## config.mk

```make
export PLATFORM = sky130hd
export DESIGN_NAME = dcache_wt
export DESIGN_NICKNAME = d
export VERILOG_FILES = /design/src/rtl/dcache_wt.sv
export SDC_FILE = /design/constraint.sdc
export NUM_CORES = 1
export LEC_CHECK = 0
export CAP_MARGIN = 10
export CORE_MARGIN = 5
export CORE_UTILIZATION = 55
export DETAILED_ROUTE_END_ITERATION = 6
export GPL_TIMING_DRIVEN = 0
export PLACE_DENSITY = 0.83
export SLEW_MARGIN = 20
export SYNTH_ARGS = -nofsm -noshare
export SYNTH_HDL_FRONTEND = slang
export SYNTH_SLANG_ARGS = --single-unit
export TNS_END_PERCENT = 50
```

## constraint.sdc

```tcl
create_clock -name clk -period 6.05 [get_ports clk]
set_input_delay 0.605 -clock clk [delete_from_list [all_inputs] [get_ports clk]]
set_output_delay 0.605 -clock clk [all_outputs]
set_load 0.01 [all_outputs]
```

## src/rtl/dcache_wt.sv

```systemverilog
// dcache_wt: direct-mapped, write-through, no-write-allocate data cache that
// sits between the MEM stage and a slower handshaked backing memory.
//
// Ports:
//   clk, reset            rising-edge clock, synchronous active-high reset
//   cpu_read, cpu_write   MEM-stage MemRead / MemWrite (both set = write)
//   cpu_addr, cpu_wdata   byte address (bits [1:0] ignored) and store data
//   cpu_rdata             load data, valid when cpu_read=1 and cpu_stall=0
//   cpu_stall             freezes the pipeline while the cache is busy
//   mem_req, mem_we       registered request / direction to backing memory
//   mem_addr, mem_wdata   registered word-aligned address and write data
//   mem_rdata, mem_ack    backing-memory read data and one-cycle completion
//   dbg_state             current FSM state (0 IDLE, 1 FILL, 2 WDONE)
//
// Handshake: a request is presented by holding mem_req=1 with mem_we,
// mem_addr and mem_wdata stable; it completes at the rising edge where
// mem_ack=1, after which mem_req drops for at least one cycle. mem_ack is
// ignored while mem_req=0.
module dcache_wt #(
    parameter int LINES = 16
) (
    input  logic        clk,
    input  logic        reset,
    input  logic        cpu_read,
    input  logic        cpu_write,
    input  logic [31:0] cpu_addr,
    input  logic [31:0] cpu_wdata,
    output logic [31:0] cpu_rdata,
    output logic        cpu_stall,
    output logic        mem_req,
    output logic        mem_we,
    output logic [31:0] mem_addr,
    output logic [31:0] mem_wdata,
    input  logic [31:0] mem_rdata,
    input  logic        mem_ack,
    output logic [1:0]  dbg_state
);
    localparam int INDEX_BITS = $clog2(LINES);
    localparam int TAG_BITS   = 30 - INDEX_BITS;

    // FILL covers both the read fill and the write-through; mem_we tells
    // which one is in flight.
    typedef enum logic [1:0] {
        ST_IDLE  = 2'd0,
        ST_FILL  = 2'd1,
        ST_WDONE = 2'd2
    } state_t;

    state_t state;

    logic [LINES-1:0]    valid_q;
    logic [TAG_BITS-1:0] tag_q  [LINES];
    logic [31:0]         data_q [LINES];

    logic [INDEX_BITS-1:0] cpu_index;
    logic [TAG_BITS-1:0]   cpu_tag;
    logic                  cpu_hit;
    logic [INDEX_BITS-1:0] lat_index;
    logic [TAG_BITS-1:0]   lat_tag;
    logic                  lat_hit;
    logic                  unused_addr_lsbs;

    assign cpu_index = cpu_addr[INDEX_BITS+1:2];
    assign cpu_tag   = cpu_addr[31:INDEX_BITS+2];
    assign cpu_hit   = valid_q[cpu_index] && (tag_q[cpu_index] == cpu_tag);

    // The write-through decides whether to update the line from the latched
    // address, not the live CPU address.
    assign lat_index = mem_addr[INDEX_BITS+1:2];
    assign lat_tag   = mem_addr[31:INDEX_BITS+2];
    assign lat_hit   = valid_q[lat_index] && (tag_q[lat_index] == lat_tag);

    assign unused_addr_lsbs = ^cpu_addr[1:0];
    assign dbg_state        = state;

    always_comb begin
        cpu_stall = 1'b0;
        cpu_rdata = 32'd0;
        case (state)
            ST_IDLE: begin
                if (cpu_write) begin
                    cpu_stall = 1'b1;
                end else if (cpu_read) begin
                    if (cpu_hit) cpu_rdata = data_q[cpu_index];
                    else         cpu_stall = 1'b1;
                end
            end
            ST_FILL:  cpu_stall = 1'b1;
            ST_WDONE: cpu_stall = 1'b0;
            default:  cpu_stall = 1'b0;
        endcase
    end

    always_ff @(posedge clk) begin
        if (reset) begin
            // Abandons any in-flight request; arrays are left untouched
            // apart from the valid bits.
            state     <= ST_IDLE;
            valid_q   <= '0;
            mem_req   <= 1'b0;
            mem_we    <= 1'b0;
            mem_addr  <= 32'd0;
            mem_wdata <= 32'd0;
        end else begin
            case (state)
                ST_IDLE: begin
                    if (cpu_write) begin
                        mem_req   <= 1'b1;
                        mem_we    <= 1'b1;
                        mem_addr  <= {cpu_addr[31:2], 2'b00};
                        mem_wdata <= cpu_wdata;
                        state     <= ST_FILL;
                    end else if (cpu_read && !cpu_hit) begin
                        mem_req  <= 1'b1;
                        mem_we   <= 1'b0;
                        mem_addr <= {cpu_addr[31:2], 2'b00};
                        state    <= ST_FILL;
                    end
                end
                ST_FILL: begin
                    if (mem_ack) begin
                        mem_req <= 1'b0;
                        if (!mem_we) begin
                            data_q[lat_index]  <= mem_rdata;
                            tag_q[lat_index]   <= lat_tag;
                            valid_q[lat_index] <= 1'b1;
                            state              <= ST_IDLE;
                        end else begin
                            // No write-allocate: only an already-cached word
                            // is refreshed.
                            if (lat_hit) data_q[lat_index] <= mem_wdata;
                            state <= ST_WDONE;
                        end
                    end
                end
                ST_WDONE: state <= ST_IDLE;
                default:  state <= ST_IDLE;
            endcase
        end
    end
endmodule

```

==> summary.txt, run 1 <==
Status
  – Status: finished with violations
  – Failing checks: DRC, setup timing

Setup path
  – CP max stage delay: 0.62 ns
  – Slowest-stage cell, CP: clkdlybuf4s15_2
  – Worst R2R Setup Slack: 0.11 ns
  – WP depth: 14
  – Crit end category: output port
  – Critical path, cell by cell: buf_2, clkdlybuf4s15_2, mux4_2, mux2i_1, xnor2_1, nor4_1, a21oi_1, a221oi_1, and3_1, clkbuf_1, nand3_4, clkbuf_4, nor2b_1, clkdlybuf4s50_1
  – Critical path launch point: cpu_addr[4]
  – Family with the most delay on the worst path: buffers and inverters
  – Cell depth of the worst flop-to-flop path: 15
  – R2R Path End: data_q[8][8]
  – Worst Path Buf+Inv: 5
  – Worst EP required: 5.44 ns
  – Crit path arrival time: 5.55 ns
  – Crit Path Max Fanout: 10
  – Crit start category: input pin
  – Critical path class: in2out

Logic synthesis
  – Register area share after synthesis: 68.6%
  – Post-Synthesis Cells: 2178
  – Synth area leaders: edfxtp_1, mux4_2, dfxtp_1
  – Seq cells post-synth: 1014
  – Most common cell in the netlist: edfxtp_1
  – Mapped Area: 43200 um^2
  – Yosys warning count: 0
  – Yosys top cell by area: edfxtp_1
  – Syn avg cell area: 19.8 um^2
  – Number of synthesized flops with an enable pin: 928
  – Post-synthesis async set-or-reset flop share: 0%
  – Yosys cell types: 46
  – Most frequent cells after synthesis: edfxtp_1, mux4_2, clkbuf_1
  – Main flop type after synthesis: edfxtp_1
  – Synth top area share: 64.6%

Min path
  – Hold path endpoint: mem_addr[6]
  – Hold Startpoint: cpu_addr[6]
  – Worst Hold Depth: 3
  – Hold Crit Class: in2reg

Routing
  – Pre-antenna DRT Iters: 7
  – DRT antenna net count: 0
  – Via Count: 26.3k
  – Final WL: 139000 um
  – Initial DRC count: 4276
  – Residual DRC count: 1
  – Wire per inst: 37.8 um
  – Post-DR vias/cell: 7.13

Clocking
  – CTS tree: yes
  – CTS Sinks: 1014
  – TritonCTS Buffers: 101
  – CTS root buf: clkbuf_16
  – Clock Tree Buf Depth: 3
  – Clk slew on worst S/H paths: 0.07 ns
  – H-Tree Level Count: 3
  – Clock Latency Late Sink: 0.70 ns

Global route
  – Largest net degree at the start of global routing: 20
  – Overall routing resource usage: 32.5%
  – Remaining Overflow, GRT: 0
  – First-pass GRT wire length: 195000 um
  – Vias in the first global route: 26.5k
  – Initial antenna violation count: 2

Placed design
  – PortBufs: 192
  – Placer Congestion: 1.00
  – Post-Place Cells: 3492
  – Post-DP Area: 47600 um^2
  – HPWL Detailed: 90600 um
  – Dpl ws: -1.02 ns

Floorplanning
  – Starting Density: 55.6%
  – Total Die Area: 84200 um^2
  – Die X: 290 um
  – IO Count: 202
  – Core ar.: 77600 um^2
  – Die H: 290 um
  – FP Rows: 102

Pwr
  – Clk pwr share: 41.2%
  – Gate power share: 8.2%
  – Power density cells: 302 nW/um^2
  – Sw Share: 23.2%
  – Seq pwr share: 50.6%
  – Cell internal pwr: 11900 uW
  – P_leak: 0.0167 uW
  – Sw power: 3580 uW
  – IR Drop Worst-Case VDD: 257 uV
  – Total Power: 15400 uW

Timing
  – Max Fclk: 162 MHz
  – RSZ-0062 raised after global routing: false
  – Worst Setup Slack, final: -0.110 ns
  – Final Max Slew Viols: 0
  – Max Clock Skew: 0.0564 ns
  – Hold Fails Final Rpt: 0
  – Setup violators final: 3
  – Crit path time final: 6.16 ns
  – Slew HR: 18.3%
  – Tightest Pin Transition: 1.23 ns
  – Tcrit/Tclk final: 102%

Final layout
  – Diodes inserted: 0
  – Synth-to-layout area growth: 18.5%
  – Fraction of layout cells with a size suffix above 1: 29.9%
  – Layout Cells excl Fill: 3683
  – Nets: 2657
  – Design area: 51100 um^2
  – Fillcell total: 4903

Job
  – Max_cap viols: 0
-- worst register-to-register path, cell delays in order, from the launching register on --
cell and delay [ns]:
dfxtp_1 0.33, buf_2 0.31, clkbuf_1 0.72, mux4_2 0.43
mux4_2 0.49, xnor2_1 0.53, nand4_1 0.27, nor3_1 0.39
nand4_1 0.13, buf_4 0.21, and2_1 0.13, buf_2 0.19
nor4_2 0.62, buf_2 0.35, buf_2 0.26, buf_2 0.27
-- cells in the final DEF, fill, tap and decap left out, types with 50 or more instances in the layout --
master	synthesis	layout
dfxtp_1	86	86
edfxtp_1	928	928
xnor2_1	50	50
mux2i_1	79	79
clkdlybuf4s50_1	0	192
mux4_2	378	378
a21oi_1	71	71
buf_2	45	56
nand2_1	77	77
clkbuf_1	89	84
clkbuf_16	0	101
-- state kept, by name, indices dropped and copies added, names as in the netlist, named ones only --
signal	cells
data_q	512
dbg_state	2
mem_addr	30
mem_req	1
mem_wdata	32
mem_we	1
tag_q	416
valid_q	16
-- worst max-delay path by stage --
stage | end
after floorplan | data_q[0][0]
after global placement | data_q[0][20]
after detailed placement | cpu_rdata[29]
after CTS | cpu_stall
after global routing | data_q[8][9]
final | cpu_rdata[29]
-- power by group through the flow --
stage                     combinational (uW)  clock, uW  sequential [uW]
final                                   1270       6360             7810
after global placement                  1170          0             7940
after detailed placement                1220          0             7950
after CTS                               1240       6370             7800
after floorplan                          707          0             7930
after global routing                    1310       6680             7810
-- stage by stage --
| step | utilization (%) | hold slack, ns | TNS, ns |
|---|---|---|---|
| final | 65.9 | 0.407 | -0.218 |
| after floorplan | - | 0.459 | -44.79 |
| after CTS | 65.8 | 0.381 | -0.0343 |
| after global placement | 59.8 | 0.457 | -1816.23 |
| after global routing | 65.9 | 0.437 | 0 |
| after detailed placement | 61.4 | 0.467 | -199.00 |
-- logic make-up (layout without fill, tap and decap cells) --
| logic type | count (synthesis) | in the layout | share of synthesized area (%) |
|---|---|---|---|
| AO/OA/AOI/OAI | 158 | 158 | 2.40 |
| XOR/XNOR | 72 | 72 | 1.46 |
| buffers and inverters | 180 | 644 | 1.90 |
| flip-flops | 1014 | 1014 | 68.6 |
| multiplexers | 502 | 502 | 22.7 |
| other | 1 | 2 | 0.00869 |
| AND/OR/NAND/NOR | 251 | 251 | 2.95 |
-- metal layers --
metal	wire length (um)	vias up	track usage [%]
met4	9000	6	17.0
met3	18000	540	8.95
met5	69	-	0.397
met2	66500	2393	51.9
met1	45800	13500	41.3
li1	-	9867	-
-- area by class of cell --
| type | instances | area (um^2) | area share, % |
|---|---|---|---|
| Clock inverter | 62 | 683 | 1.34 |
| Tap cell | 1040 | 1300 | 2.54 |
| Buffer | 159 | 840 | 1.64 |
| Timing Repair Buffer | 275 | 2970 | 5.81 |
| Sequential cell | 1014 | 29600 | 57.9 |
| Clock buffer | 128 | 2660 | 5.20 |
| Multi-Input combinational cell | 985 | 13000 | 25.5 |
| Inverter | 20 | 75.1 | 0.147 |
-- repair_timing --
| item | 4_1_cts | 5_1_grt |
|---|---|---|
| buffers inserted | 2 | 0 |
| endpoints found under the hold margin | 0 | 0 |
| gates resized for setup | 38 | 24 |
| endpoints found under the setup margin | 531 | 33 |
| hold buffers | 0 | 0 |
| pin swaps | 1 | 0 |
Power figures use the tool's default switching activity.
==> run 2: changes to the inputs <==
Settings changed: CORE_UTILIZATION 55 to 59, PLACE_DENSITY 0.83 to 0.84.
Clock period 6.05 ns to 6 ns, I/O delays scaled along.
==> run 2 against run 1 <==
Net effect:
- the run ends with setup timing left
- utilization is 4.6 points higher
- first-iteration DRC count is 12% higher
- via count increased by 1.4%
- critical path depth did not move
- worst hold slack better by 0.0012 ns
- worst setup slack improved by 0.10 ns
- clock power rose by 5.2%
- die area down 6.5%
- non-clock buffer count is 4 higher
- design area is 0.20% higher
- register-to-register slack got worse by 0.07 ns
- critical endpoint is now cpu_rdata[30]
==> summary.txt, run 2 (synthesis gave the netlist of run 1 again) <==
Pwr
  – Total Power: 15800 uW (+2.6%)
  – Power density cells: 309 nW/um^2 (+2.4%)
  – P_leak: 0.0168 uW (+0.63%)
  – IR Drop Worst-Case VDD: 296 uV (+15%)

Routing
  – Wire per inst: 38.5 um (+1.8%)
  – DRT antenna net count: 0 (unchanged)
  – Post-DR vias/cell: 7.38 (+3.4%)
  – Initial DRC count: 4782 (+12%)
  – Final WL: 139000 um (-0.22%)
  – Residual DRC count: 0 (-1)
  – Via Count: 26.6k (+1.4%)
  – Pre-antenna DRT Iters: 7 (unchanged)

Floorplanning
  – Core ar.: 72700 um^2 (-6.3%)
  – Starting Density: 59.4% (+3.7 points)
  – Die H: 280 um (-3.3%)
  – FP Rows: 99 (-2.9%)
  – Total Die Area: 78700 um^2 (-6.5%)
  – IO Count: 202 (unchanged)
  – Die X: 280 um (-3.3%)

Timing
  – Max Fclk: 166 MHz
  – Hold Fails Final Rpt: 0 (unchanged)
  – Slew HR: 17.0% (-1.3 points)
  – Worst Setup Slack, final: -0.00948 ns (+0.100 ns)
  – Final Max Slew Viols: 0 (unchanged)
  – Tightest Pin Transition: 1.24 ns (+0.0142 ns)
  – Tcrit/Tclk final: 100%
  – Crit path time final: 6.01 ns
  – WHS: 0.408 ns (+0.00116 ns)
  – Max Clock Skew: 0.0615 ns (+0.00510 ns)
  – Setup TNS: -0.00948 ns (+0.209 ns)
  – RSZ-0062 raised after global routing: false
  – Setup violators final: 1 (-2)

Placed design
  – HPWL Detailed: 88300 um (-2.5%)
  – Placer Congestion: 1.05 (+4.3%)
  – Post-Place Cells: 3415 (-2.2%)
  – PortBufs: 192 (unchanged)

Final layout
  – Synth-to-layout area growth: 18.7%
  – Reg with most FFs: data_q
  – Fraction of layout cells with a size suffix above 1: 30.4% (+0.59 points)
  – Nets: 2662 (+0.19%)
  – Fillcell total: 4083 (-17%)
  – Finished Core Util: 70.5% (+4.6 points)
  – Biggest regs: data_q (512), tag_q (416), mem_wdata (32)
  – Commonest non-fill, non-tap cell in the layout: edfxtp_1
  – Commonest non-fill, non-tap cells in the layout: edfxtp_1, mux4_2, clkdlybuf4s50_1
  – Max reg flops: 512 (unchanged)
  – Layout Cells excl Fill: 3609 (-2.0%)

Global route
  – GR Layer Usage met3: 10.3% (+1.3 points)
  – Overall routing resource usage: 35.2% (+2.7 points)
  – Met1 Use GR: 44.8% (+3.5 points)
  – GRT busiest layer: met2
  – Largest net degree at the start of global routing: 20 (unchanged)
  – Remaining Overflow, GRT: 0 (unchanged)
  – Met2 Use GR: 55.2% (+3.4 points)
  – Vias in the first global route: 27.1k (+2.2%)
  – Initial antenna violation count: 3 (+1)
  – First-pass GRT wire length: 196000 um (+0.40%)

Setup path
  – Family with the most delay on the worst path: buffers and inverters
  – Critical path launch point: cpu_addr[5]
  – Worst EP required: 5.40 ns (-0.04 ns)
  – Crit path arrival time: 5.41 ns (-0.14 ns)
  – Crit start category: input pin
  – WP depth: 14 (unchanged)
  – Slowest-stage cell, CP: clkdlybuf4s50_1
  – Crit Path Max Fanout: 10 (unchanged)
  – Worst Path Buf+Inv: 6 (+1)
  – CP max stage delay: 0.62 ns (about the same)
  – Worst R2R Setup Slack: 0.04 ns (-0.07 ns)
  – Crit end category: output port
  – Cell mode on critical path: buf_2
  – Critical path, cell by cell: buf_2, buf_2, buf_2, mux4_2, mux2i_1, xor2_1, nand3_1, a221oi_1, and3_1, clkbuf_1, nand3_4, buf_4, nor2b_1, clkdlybuf4s50_1
  – Cell depth of the worst flop-to-flop path: 15 (unchanged)
  – R2R Path End: data_q[13][20]
  – Critical path class: in2out

Clocking
  – Clock Latency Late Sink: 0.70 ns (about the same)
  – Clock Tree Buf Depth: 3 (unchanged)
  – CTS tree: yes
  – CTS Sinks: 1014 (unchanged)
  – Clk slew on worst S/H paths: 0.06 ns (about the same)
  – TritonCTS Buffers: 102 (+0.99%)
  – Cts-stage hold buffer count: 0 (unchanged)
  – CTS root buf: clkbuf_16
  – H-Tree Level Count: 3 (unchanged)

Min path
  – Hold Crit Class: in2reg
  – Hold Startpoint: cpu_addr[6]
  – Hold path endpoint: mem_addr[6]
  – Worst Hold Depth: 3 (unchanged)

Job
  – Max_cap viols: 0 (unchanged)

Status
  – Failing checks: setup timing
  – Status: finished with violations
## run 2: cell types whose count changed in the layout (fill, tap and decap cells not counted), sizes merged
cell	before	now
inv	25	23
clkinv	42	51
clkinvlp	4	5
bufinv	11	14
clkbuf	222	210
buf	147	153
diode	0	2
## run 2: how the worst max path moves through the flow
stage                     endpoint  slack, ns
floorplan             data_q[0][0]      -0.40
detailed placement   cpu_rdata[30]      -0.92
finish               cpu_rdata[30]     -0.009
CTS                      cpu_stall      -0.02
global placement    data_q[12][19]      -6.48
global route         cpu_rdata[30]      0.005
## run 2: metal layers
layer / up-vias / share of wire, %
met1: 13400 / 32
met2: 2748 / 47
met3: 600 / 14
met4: 4 / 7.3
li1: 9866 / -
met5: - / 0.024
## run 2: final cells by class
| cell class | instances | area, um^2 | share of cell area (%) |
|---|---|---|---|
| Antenna cell | 2 | 5.00 | 0.00977 |
| Buffer | 160 | 840 | 1.64 |
| Clock buffer | 118 | 2660 | 5.20 |
| Clock inverter | 73 | 836 | 1.63 |
| Inverter | 20 | 75.1 | 0.146 |
| Multi-Input combinational cell | 985 | 13000 | 25.4 |
| Sequential cell | 1014 | 29600 | 57.7 |
| Tap cell | 959 | 1200 | 2.34 |
| Timing Repair Buffer | 278 | 3010 | 5.87 |
## run 2: tightest hold or removal path: stages
cell      delay (ns)
clkbuf_1        0.21
nand3_1         0.14
a21oi_1         0.07
## run 2: where the power goes
part	switching (uW)	leakage, uW	total, uW	internal, uW
logic	732	0.00570	1280	547
registers	99.2	0.00940	7870	7770
clock network	2880	0.00170	6690	3810
## run 2: what timing repair did
| item | 4_1_cts | 5_1_grt |
|---|---|---|
| endpoints found under the hold margin | 0 | 0 |
| resized for setup | 36 | 29 |
| setup endpoints to repair | 538 | 32 |
| setup buffers | 1 | 0 |
| pin swaps | 1 | 0 |
## run 2: per-stage QoR
| stage | instance area, um^2 | worst slack [ns] |
|---|---|---|
| finish | 51200 | -0.00948 |
| global route | 51200 | 0.00490 |
| CTS | 51200 | -0.0183 |
| detailed placement | 47600 | -0.921 |
| global placement | 46300 | -6.48 |
| floorplan | 43200 | -0.400 |
